==> src/rtl/mux4_rr_arbiter.sv <==
// Round-robin arbiter feeding a one-entry registered output buffer over a shared 64-bit 4:1 select path.
// The select datapath is split into lane slices so the mux stays a flat, narrow structure.

module mux4_rr_lane #(
  parameter int VEC_W = 16
) (
  input  logic [1:0]            sel,
  input  logic [3:0][VEC_W-1:0] din,
  output logic [VEC_W-1:0]      dout
);
  always_comb dout = din[sel];
endmodule

module mux4_rr_arbiter #(
  parameter logic [1:0] RESET_PTR = 2'd0
) (
  input  logic        clk,
  input  logic        reset,
  input  logic [3:0]  req,
  input  logic [63:0] data_1,
  input  logic [63:0] data_2,
  input  logic [63:0] data_3,
  input  logic [63:0] data_4,
  output logic [3:0]  gnt,
  output logic        out_valid,
  output logic [63:0] out_data,
  output logic [1:0]  out_src,
  input  logic        out_ready
);
  localparam int NUM_LANES = 4;
  localparam int VEC_W     = 64 / NUM_LANES;

  localparam logic [0:0] IDLE = 1'b0;
  localparam logic [0:0] FULL = 1'b1;

  typedef struct packed {
    logic [63:0] data;
    logic [1:0]  src;
  } resp_t;

  logic [0:0] state;
  logic [1:0] ptr;
  resp_t      out_q;

  logic [1:0] winner;
  logic [1:0] idx;
  logic       found;
  logic       load;

  logic [3:0][63:0]                       src_data;
  logic [NUM_LANES-1:0][3:0][VEC_W-1:0]   lane_in;
  logic [NUM_LANES-1:0][VEC_W-1:0]        lane_out;

  assign src_data = {data_4, data_3, data_2, data_1};

  // Reset gates load so gnt stays quiet while reset is asserted.
  assign load = (|req) & ((state == IDLE) | out_ready) & reset;

  // Search starts at ptr and wraps; the first requester found wins.
  always_comb begin
    winner = ptr;
    found  = 1'b0;
    idx    = ptr;
    for (int k = 0; k < 4; k++) begin
      idx = ptr + 2'(k);
      if (!found && req[idx]) begin
        winner = idx;
        found  = 1'b1;
      end
    end
  end

  assign gnt = load ? (4'b0001 << winner) : 4'b0000;

  genvar l, s;
  generate
    for (l = 0; l < NUM_LANES; l++) begin : g_lane
      for (s = 0; s < 4; s++) begin : g_src
        assign lane_in[l][s] = src_data[s][l*VEC_W +: VEC_W];
      end
      mux4_rr_lane #(.VEC_W(VEC_W)) u_lane (
        .sel  (winner),
        .din  (lane_in[l]),
        .dout (lane_out[l])
      );
    end
  endgenerate

  always_ff @(posedge clk) begin
    if (!reset) begin
      state <= IDLE;
      out_q <= '0;
      ptr   <= RESET_PTR;
    end else if (load) begin
      state      <= FULL;
      out_q.data <= lane_out;
      out_q.src  <= winner;
      ptr        <= winner + 2'd1;
    end else if ((state == FULL) && out_ready) begin
      // Drained with nothing to refill; payload is kept for visibility.
      state <= IDLE;
    end
  end

  assign out_valid = (state == FULL);
  assign out_data  = out_q.data;
  assign out_src   = out_q.src;
endmodule
==> config.mk <==
export PLATFORM = sky130hd
export DESIGN_NAME = mux4_rr_arbiter
export DESIGN_NICKNAME = d
export VERILOG_FILES = /design/src/rtl/mux4_rr_arbiter.sv
export SDC_FILE = /design/constraint.sdc
export NUM_CORES = 1
export LEC_CHECK = 0
export ABC_AREA = 1
export CORE_ASPECT_RATIO = 1.5
export CORE_MARGIN = 1.5
export CORE_UTILIZATION = 36
export CTS_BUF_LIST = sky130_fd_sc_hd__clkbuf_4
export CTS_CLUSTER_DIAMETER = 120
export CTS_CLUSTER_SIZE = 8
export DETAILED_ROUTE_END_ITERATION = 10
export MAX_ROUTING_LAYER = met4
export PLACE_DENSITY = 0.81
export SKIP_LAST_GASP = 1
export SLEW_MARGIN = 20
export SYNTH_ARGS = -nofsm -noshare
export SYNTH_HDL_FRONTEND = slang
export SYNTH_SLANG_ARGS = --single-unit
==> constraint.sdc <==
create_clock -name clk -period 1.8 [get_ports clk]
set_input_delay 0.36 -clock clk [delete_from_list [all_inputs] [get_ports clk]]
set_output_delay 0.36 -clock clk [all_outputs]
set_load 0.005 [all_outputs]
* Yosys cells after proc, flatten, opt, wreduce, memory -nomap -nowiden
Index checks and enable logic that the tools add are counted.
Word-level totals: input bits 263, flip-flop bits (word level) 69, logic and storage cells 52, output and inout port bits 71
Operators by class: bitwise operators 4, magnitude comparators 5, add/subtract/negate cells 4, shifts and indexed selects 1, muxes and demuxes 25, reduce and logical (&&, ||, !) cells 9
Operator list (number):
- $bmux 16 s2 | 4
- $mux 16 | 4
- $lt 2x3->1 const B | 5
- $mux 1 | 9
- $bmux 1 s2 | 4
- $mux 2 | 3
- $add 2x1->2 const B | 2
- $add 2x2->2 const B | 2
- $logic_and 1x1->1 | 4
- $mux 4 | 1
- $reduce_or 4->1 | 1
- $shl 1x2->4 const A | 1
- $logic_not 1->1 | 3
- $and 1x1->1 | 2
- $reduce_bool 2->1 | 1
- $not 1->1 | 1
- $or 1x1->1 | 1

* Depth between registers and ports, before layout
Gate-level depths: netlist (run 1).
depth after elaboration 14, mapped depth 18, depth with buffers taken out 15

* Modules after synthesis
A second synthesis (run 1) with hierarchy kept.
Unflattened totals: cell total of the unflattened synthesis 1146, area, all modules 6059.6 um^2
Modules (own cells, without submodules):
- mux4_rr_lane | instances 4, seq. area each 0.0 um^2, area an instance 805.8 um^2, cells each 188
- mux4_rr_arbiter | instances 1, seq. area each 1381.3 um^2, area an instance 2836.5 um^2, cells each 394

* Least setup slack after synthesis (run 1)
Ideal clock, no wire load.
path type register to output, start point register ptr[0], end point output port gnt[1], path buffers 2, cell stages (with the launch flop) 15, data arrival time 1.595 ns, required time 1.440 ns, setup slack -0.155 ns, cell sequence dfxtp_1 -> inv_2 -> buf_6 -> nand2_1 -> nand2_1 -> nand2_1 -> nand2_2 -> nand2_4 -> inv_4 -> nand2_8 -> nand3_1 -> nand2_2 -> buf_2 -> nand3_1 -> inv_1
Between the ends: longest elaborated chain between the ends 14, elaborated cells between the ends (all ways) 25, those cells by class add/sub: 3; shift: 1; mux: 15; reduce/logical: 6
RTL lines:
- from (decl) | line 42 | logic [1:0] ptr;
- from (signal assigned) | line 98 | ptr <= winner + 2'd1;
- branches (longest 11 deep; another with $add 2x1->2)
- $mux 2 * | line 66 | if (!found && req[idx]) begin
- $shl 1x2->4 * | line 73 | assign gnt = load ? (4'b0001 << winner) : 4'b0000;
- $mux 4 * | line 73
- to (decl) | line 24 | output logic [3:0] gnt,
Every way passes the cells marked *. The select of a mux whose other input is x is not followed.

* Worst setup path after layout (run 1)
start point input port req[3], end point output port gnt[2]
Between the ends: longest elaborated chain between the ends 14, elaborated cells between the ends (all ways) 25, those cells by class shift: 1; mux: 15; bitwise: 2; reduce/logical: 7
RTL lines:
- from (decl) | line 19 | input logic [3:0] req,
- $bmux 1 s2 | line 66
- $mux 1 (implied by the code) | line 66
- $mux 1 | line 66
- $logic_not 1->1 | line 66
- $logic_and 1x1->1 | line 66
- $mux 1 | line 66
- $logic_not 1->1 | line 66
- $logic_and 1x1->1 | line 66
- $mux 1 | line 66
- $logic_not 1->1 | line 66
- $logic_and 1x1->1 | line 66
- $mux 2 | line 66
- $shl 1x2->4 | line 73
- $mux 4 * | line 73
Every way passes the cells marked *; elsewhere a longest branch is shown, timed or not. The select of a mux whose other input is x is not followed.

==> run_results.csv, run 1 <==
group,metric,value,unit
yosys,synth_common_cells,"nand2_1 (492), nand3_1 (244), dfxtp_1 (69)",
route,avgViaCountPerCell,5.50,
final_layout,area_delta_synth_final,87.8,%
yosys,synth_edf_count,0,
setup_path,endpoint_kind,"primary output",
final_layout,seq_area,0.00139,mm^2
yosys,ys_async_sr_fraction,0,%
setup_path,path_max_fanout,4,
setup_path,worstSetupStartpointType,"input pin",
place,post-place-cells,1532,
route,wl_per_cell,19.2,um
final_layout,fin_area,0.0112,mm^2
yosys,ys_warn_count,0,
final_layout,fillers,1344,
final_layout,layout-drive-gt1-share,17.5,%
route,wirelength,30800,um
final_layout,final_nets,1658,
sta,rsz0062_at_grt,"true",
setup_path,worstSetupPathType,"input pin to primary output",
clock_tree,holdBufCountCts,0,
yosys,synth_top_area_share,30.9,%
yosys,yosysTopAreaCell,"nand2_1",
global_routing,grt_max_degree,67,
route,drtIter0Drc,761,
global_routing,grt.total_usage,31.3,%
pwr,power,0.0259,W
sta,finalMaxSlewViolations,0,
route,drc,0,
yosys,netlist_top_cells_area,"nand2_1 (31%), dfxtp_1 (23%), nand3_1 (20%)",
yosys,ys.flop_type,"dfxtp_1",
yosys,yosysUniqueCellTypes,24,
route,drtAntennaViolNets,0,
die,coreArea,0.0162,mm^2
die,io_pins,334,
final_layout,final_cells,1607,
die,start_util,36.9,%
place,dp_hpwl,17900,um
place,placed_area,0.00958,mm^2
route,routed-via-count,8840,
setup_path,required,1.44,ns
status,violations,"setup timing",
setup_path,cpMostUsedCell,"nand2_4",
global_routing,grt_pass1_wl,41200,um
final_layout,multi_input_area,0.00423,mm^2
sta,setup_slack,-0.687,ns
clock_tree,cts_max_level,3,
sta,worstMarginPinSlew,0.960,ns
global_routing,grt_pass1_vias,8018,
yosys,postSynthCellCount,1032,
sta,hold_viol,0,
yosys,synth_area,0.00598,mm^2
yosys,yosysSeqAreaShare,23.1,%
sta,fin_crit,2.49,ns
die,die-area,0.0174,mm^2
global_routing,gr-total-overflow,0,
clock_tree,path_clk_slew,0.09,ns
clock_tree,cts_sinks,69,
sta,skew,0.0254,ns
status,status,"finished with violations",
clock_tree,cts_inserted_buffers,9,
pwr,power.leakage,5.26,nW
die,dieWidth,108,um
run,drv_cap,0,
sta,hold_slack,0.470,ns
setup_path,path_cells,"clkdlybuf4s50_1, inv_1, nand2_2, nand2_1, nand2_2, nand2_4, nand2_4, inv_4, nand2_8, nand3_4, nand2_4, nand2_4, nor2_4, buf_2",
setup_path,crit_arrival,2.13,ns
yosys,ys_ff_latch,69,
pwr,powerDensity,2310,mW/mm^2
min_path,hp-class,"register to register",
clock_tree,cts_root_buf,"clkbuf_4",
sta,setup_viol,72,
route,drt-pass1-iter-count,7,
yosys,syn_nets,1295,
global_routing,antenna_found_initial,1,
die,die_y,161,um
setup_path,cpPeakStageDelay,0.60,ns
sta,timing.fmax,402,MHz
die,row_count,57,
sta,slew_headroom,36.0,%
sta,timing.final.crit_share,138,%
yosys,synth.most_common_cell,"nand2_1",
clock_tree,clock_latency,0.42,ns
place,io_buffers,333,
clock_tree,cts_tree,"yes",
clock_tree,cts_buffer_depth,2,
yosys,synth_area_per_cell,5.79,um^2
pwr,vdd_ir_drop_max,0.00160,V
place,routabilityCongestion,0.900,
setup_path,crit_slowest_cell,"clkdlybuf4s50_1",
[what timing repair did]
| action | in CTS | in global routing |
|---|---|---|
| buffers inserted | 13 | 13 |
| pin swaps | 27 | 24 |
| endpoints found under the setup margin | 71 | 73 |
| gates resized for setup | 73 | 56 |
| endpoints found under the hold margin | 0 | 0 |
| cloned | 11 | 23 |
[registers in the layout, summed over array words and instances (netlist names)]
signal     flops
ptr            2
out_data      64
out_valid      1
out_src        2
[where the power goes]
group / internal (W) / switching (W)
registers: 0.00214 / 0.000350
clock network: 0.000729 / 0.000584
logic: 0.0105 / 0.0116
[per-layer routing]
| layer | global-route usage [%] | up-vias | wire length, um |
|---|---|---|---|
| li1 | - | 4090 | - |
| met1 | 34.2 | 4057 | 10900 |
| met2 | 52.7 | 546 | 15200 |
| met3 | 5.52 | 147 | 2730 |
| met4 | 17.6 | 0 | 2010 |
| met5 | - | - | 0 |
[layout by cell type, fill, tap and decap left out, types with 13 or more instances in the layout]
cell	count
nand3_2	27
buf_4	35
clkdlybuf4s50_1	328
buf_6	15
a21oi_1	37
dfxtp_1	67
nand2_4	13
nand3_1	236
nand2_1	469
buf_12	19
nand2_2	24
clkbuf_16	18
a21oi_2	27
[kinds of logic (layout without fill, tap and decap cells)]
logic type	Yosys count	after routing	share of synthesized area [%]
AO/OA/AOI/OAI	66	66	6.89
buffers and inverters	111	477	11.1
flip-flops	69	69	23.1
other	0	1	0
AND/OR/NAND/NOR	786	788	58.9
[per-stage QoR]
stage / util, % / setup TNS (ns) / setup slack (ns)
floorplan: - / -0.603 / -0.0354
global placement: 59.2 / -54.78 / -0.957
detailed placement: 59.2 / -57.59 / -0.994
CTS: 63.9 / -32.49 / -0.590
global route: 69.3 / -42.85 / -0.750
finish: 69.3 / -38.18 / -0.687
[final timing paths]
| check | depth (start not counted) | start | slack [ns] | to |
|---|---|---|---|---|
| worst max-delay path | 14 | req[3] | -0.69 | gnt[2] |
| worst min-delay path | 2 | out_data[51]$_SDFFE_PN0P_ | 0.47 | out_data[51]$_SDFFE_PN0P_ |
| worst max register to register | 19 | ptr[0]$_SDFFE_PN0P_ | -0.58 | out_data[17]$_SDFFE_PN0P_ |
| worst min register to register | 2 | out_data[51]$_SDFFE_PN0P_ | 0.47 | out_data[51]$_SDFFE_PN0P_ |
[worst max-delay path, delay by kind of cell]
family,cells,cell delay [ns]
buf+inv,4,0.88
simple gates,10,0.88
[final cells by class]
class,count,area share (%)
Inverter,22,0.914
Tap cell,206,2.30
Sequential cell,69,12.4
Antenna cell,1,0.0223
Clock inverter,5,0.881
Clock buffer,11,0.736
Timing Repair Buffer,439,45.1
Multi-Input combinational cell,854,37.7
Power figures use the tool's default switching activity.
==> run 2: changes to the inputs <==
--- a/config.mk
+++ b/config.mk
@@ -6,13 +6,16 @@
 export NUM_CORES = 1
 export LEC_CHECK = 0
 export ABC_AREA = 1
+export CELL_PAD_IN_SITES_DETAIL_PLACEMENT = 1
+export CELL_PAD_IN_SITES_GLOBAL_PLACEMENT = 2
 export CORE_ASPECT_RATIO = 1.5
 export CORE_MARGIN = 1.5
-export CORE_UTILIZATION = 36
+export CORE_UTILIZATION = 28
 export CTS_BUF_LIST = sky130_fd_sc_hd__clkbuf_4
 export CTS_CLUSTER_DIAMETER = 120
 export CTS_CLUSTER_SIZE = 8
 export DETAILED_ROUTE_END_ITERATION = 10
+export DONT_BUFFER_PORTS = 1
 export MAX_ROUTING_LAYER = met4
 export PLACE_DENSITY = 0.81
 export SKIP_LAST_GASP = 1
==> run 2 against run 1 <==
Net effect:
- the flow still finishes with violations (setup timing)
- utilization is 33 points lower
- global-route usage is 6.3 points lower
- setup slack better by 0.076 ns
- non-clock buffer count is 334 lower
- first-iteration DRC count is 44% lower
- largest cell class is now multi-input combinational cells
- sequential share of layout area is 5.7 points higher
- hold slack worse by 0.38 ns
- largest power group unchanged
- clock skew is 0.0044 ns lower
- die area is 28% higher
- final cell count is 17% lower
- power is 17% lower
- maximum frequency is 3.1% higher
==> run_results.csv, run 2 (same netlist as run 1, synthesis figures left out) <==
group,metric,value,unit
route,drt-pass1-iter-count,5,
sta,finalMaxSlewViolations,0,
final_layout,utilization,36.6,%
global_routing,gr-total-overflow,0,
place,dp_hpwl,18700,um
final_layout,final_cells,1335,
pwr,powerDensity,2790,mW/mm^2
sta,timing.final.crit_share,134,%
die,dieWidth,122,um
global_routing,grt_pass1_vias,7212,
clock_tree,cts_buffer_depth,2,
place,post-place-cells,1263,
setup_path,crit_slowest_cell,"dfxtp_4",
status,status,"finished with violations",
sta,setup_slack,-0.611,ns
pwr,vdd_ir_drop_max,0.00128,V
route,drtIter0Drc,424,
clock_tree,path_clk_slew,0.13,ns
global_routing,grt_pass1_wl,41100,um
final_layout,area_delta_synth_final,28.6,%
die,start_util,28.5,%
setup_path,worstSetupPathType,"register to primary output",
min_path,holdPathStages,4,
setup_path,path_max_fanout,7,
setup_path,cpPeakStageDelay,0.45,ns
setup_path,rr_worst_depth,17,
sta,fin_crit,2.41,ns
final_layout,largest_reg_flops,64,
setup_path,path_cells,"buf_6, nand2_2, nand2_1, nand2_2, nand2_4, nand2_4, nor2_8, nand2_4, buf_8, nand2_8, nand2_4, nor2_4",
status,violations,"setup timing",
setup_path,reg2reg_slack,-0.47,ns
sta,setup_viol,71,
sta,skew,0.0211,ns
setup_path,cpMostUsedCell,"nand2_4",
die,coreArea,0.0210,mm^2
clock_tree,cts_inserted_buffers,9,
min_path,hold_start,"reset",
setup_path,r2r-start,"ptr[0]$_SDFFE_PN0P_",
final_layout,final_cell_mix,"nand2_1 (467), nand3_1 (234), dfxtp_1 (67)",
route,avgViaCountPerCell,5.37,
route,wl_per_cell,21.5,um
setup_path,endpoint_kind,"primary output",
route,drc,0,
place,routabilityCongestion,0.846,
min_path,hold_end,"out_src[0]$_SDFFE_PN0P_",
clock_tree,cts_root_buf,"clkbuf_4",
setup_path,crit_arrival,2.05,ns
global_routing,antenna_found_initial,1,
run,drv_cap,0,
setup_path,required,1.44,ns
route,routed-via-count,7172,
pwr,power.leakage,3.85,nW
sta,hold_slack,0.0929,ns
place,io_buffers,0,
final_layout,layout-drive-gt1-share,22.1,%
route,wirelength,28700,um
clock_tree,cts_max_level,3,
sta,hold_viol,0,
sta,slew_headroom,37.9,%
final_layout,fillers,2766,
pwr,power,0.0214,W
route,drtAntennaViolNets,0,
die,row_count,65,
min_path,hp-class,"input pin to register",
sta,rsz0062_at_grt,"true",
sta,timing.fmax,415,MHz
global_routing,grt_max_degree,67,
setup_path,worstSetupStartpointType,"register",
final_layout,final_nets,1324,
clock_tree,clock_latency,0.46,ns
global_routing,grt.total_usage,24.9,%
die,io_pins,334,
die,die-area,0.0223,mm^2
sta,worstMarginPinSlew,0.932,ns
clock_tree,cts_sinks,69,
clock_tree,cts_tree,"yes",
final_layout,layout_commonest_cell,"nand2_1",
die,die_y,182,um
setup_path,reg2reg_to,"out_data[37]$_SDFFE_PN0P_",
[run 2: cell types whose count changed in the layout (fill, tap and decap cells not counted), sizes merged, moves of 2 or more]
cell	change
buf	+6
bufinv	-2
clkbuf	-15
clkdlybuf4s50	-328
clkinvlp	+3
inv	+2
[run 2: layout make-up]
cell class	instances	area [um^2]	share of cell area [%]
timing repair buffer	105	1490	19.4
clock buffer	9	67.6	0.879
clock inverter	7	73.8	0.961
sequential	69	1390	18.1
tap	268	335	4.36
antenna	1	2.50	0.0326
timing repair inverter	1	6.26	0.0814
inverter	22	104	1.35
multi-input combinational	853	4220	54.9
[run 2: repair_timing]
item / in CTS / in global routing
hold endpoints to repair: 2 / 0
hold buffers: 1 / 0
pin swaps: 23 / 22
setup buffers: 26 / 11
cloned: 12 / 6
resized for setup: 45 / 49
setup endpoints to repair: 72 / 72
[run 2: critical path: cells and delay by family, from the launching register on]
| kind | cells | cell delay [ns] |
|---|---|---|
| simple gates | 10 | 0.87 |
| buf+inv | 2 | 0.26 |
| flops | 1 | 0.45 |
[run 2: metal layers]
layer | routed length (um) | vias up | global-route usage, %
met2 | 15200 | 259 | 44.5
met1 | 10900 | 3457 | 27.2
met4 | 824 | 0 | 9.53
li1 | - | 3415 | -
met5 | 0 | - | -
met3 | 1790 | 41 | 4.08
[run 2: how the worst max path moves through the flow]
stage | start | endpoint | slack [ns] | cells after the start
6_report | ptr[0]$_SDFFE_PN0P_ | gnt[0] | -0.61 | 12
3_3_place_gp | reset | out_data[41]$_SDFFE_PN0P_ | -0.29 | 5
4_1_cts | ptr[0]$_SDFFE_PN0P_ | gnt[0] | -0.60 | 12
2_1_floorplan | ptr[0]$_SDFFE_PN0P_ | gnt[1] | -0.04 | 15
5_1_grt | ptr[0]$_SDFFE_PN0P_ | gnt[3] | -0.71 | 12
3_5_place_dp | reset | out_data[8]$_SDFFE_PN0P_ | -0.35 | 7
[run 2: power by group]
group          switching, W  total [W]  internal [W]
Sequential         0.000652    0.00280       0.00214
Combinational        0.0100     0.0175       0.00750
Clock              0.000696    0.00112      0.000427
Total                0.0114     0.0214        0.0101
[run 2: through the flow]
step | setup WS (ns) | instance area, um^2 | TNS (ns)
floorplan | -0.0354 | 6060 | -0.603
global placement | -0.286 | 6440 | -16.57
detailed placement | -0.349 | 6440 | -19.94
CTS | -0.598 | 7300 | -30.11
global route | -0.709 | 7680 | -39.74
finish | -0.611 | 7680 | -30.13
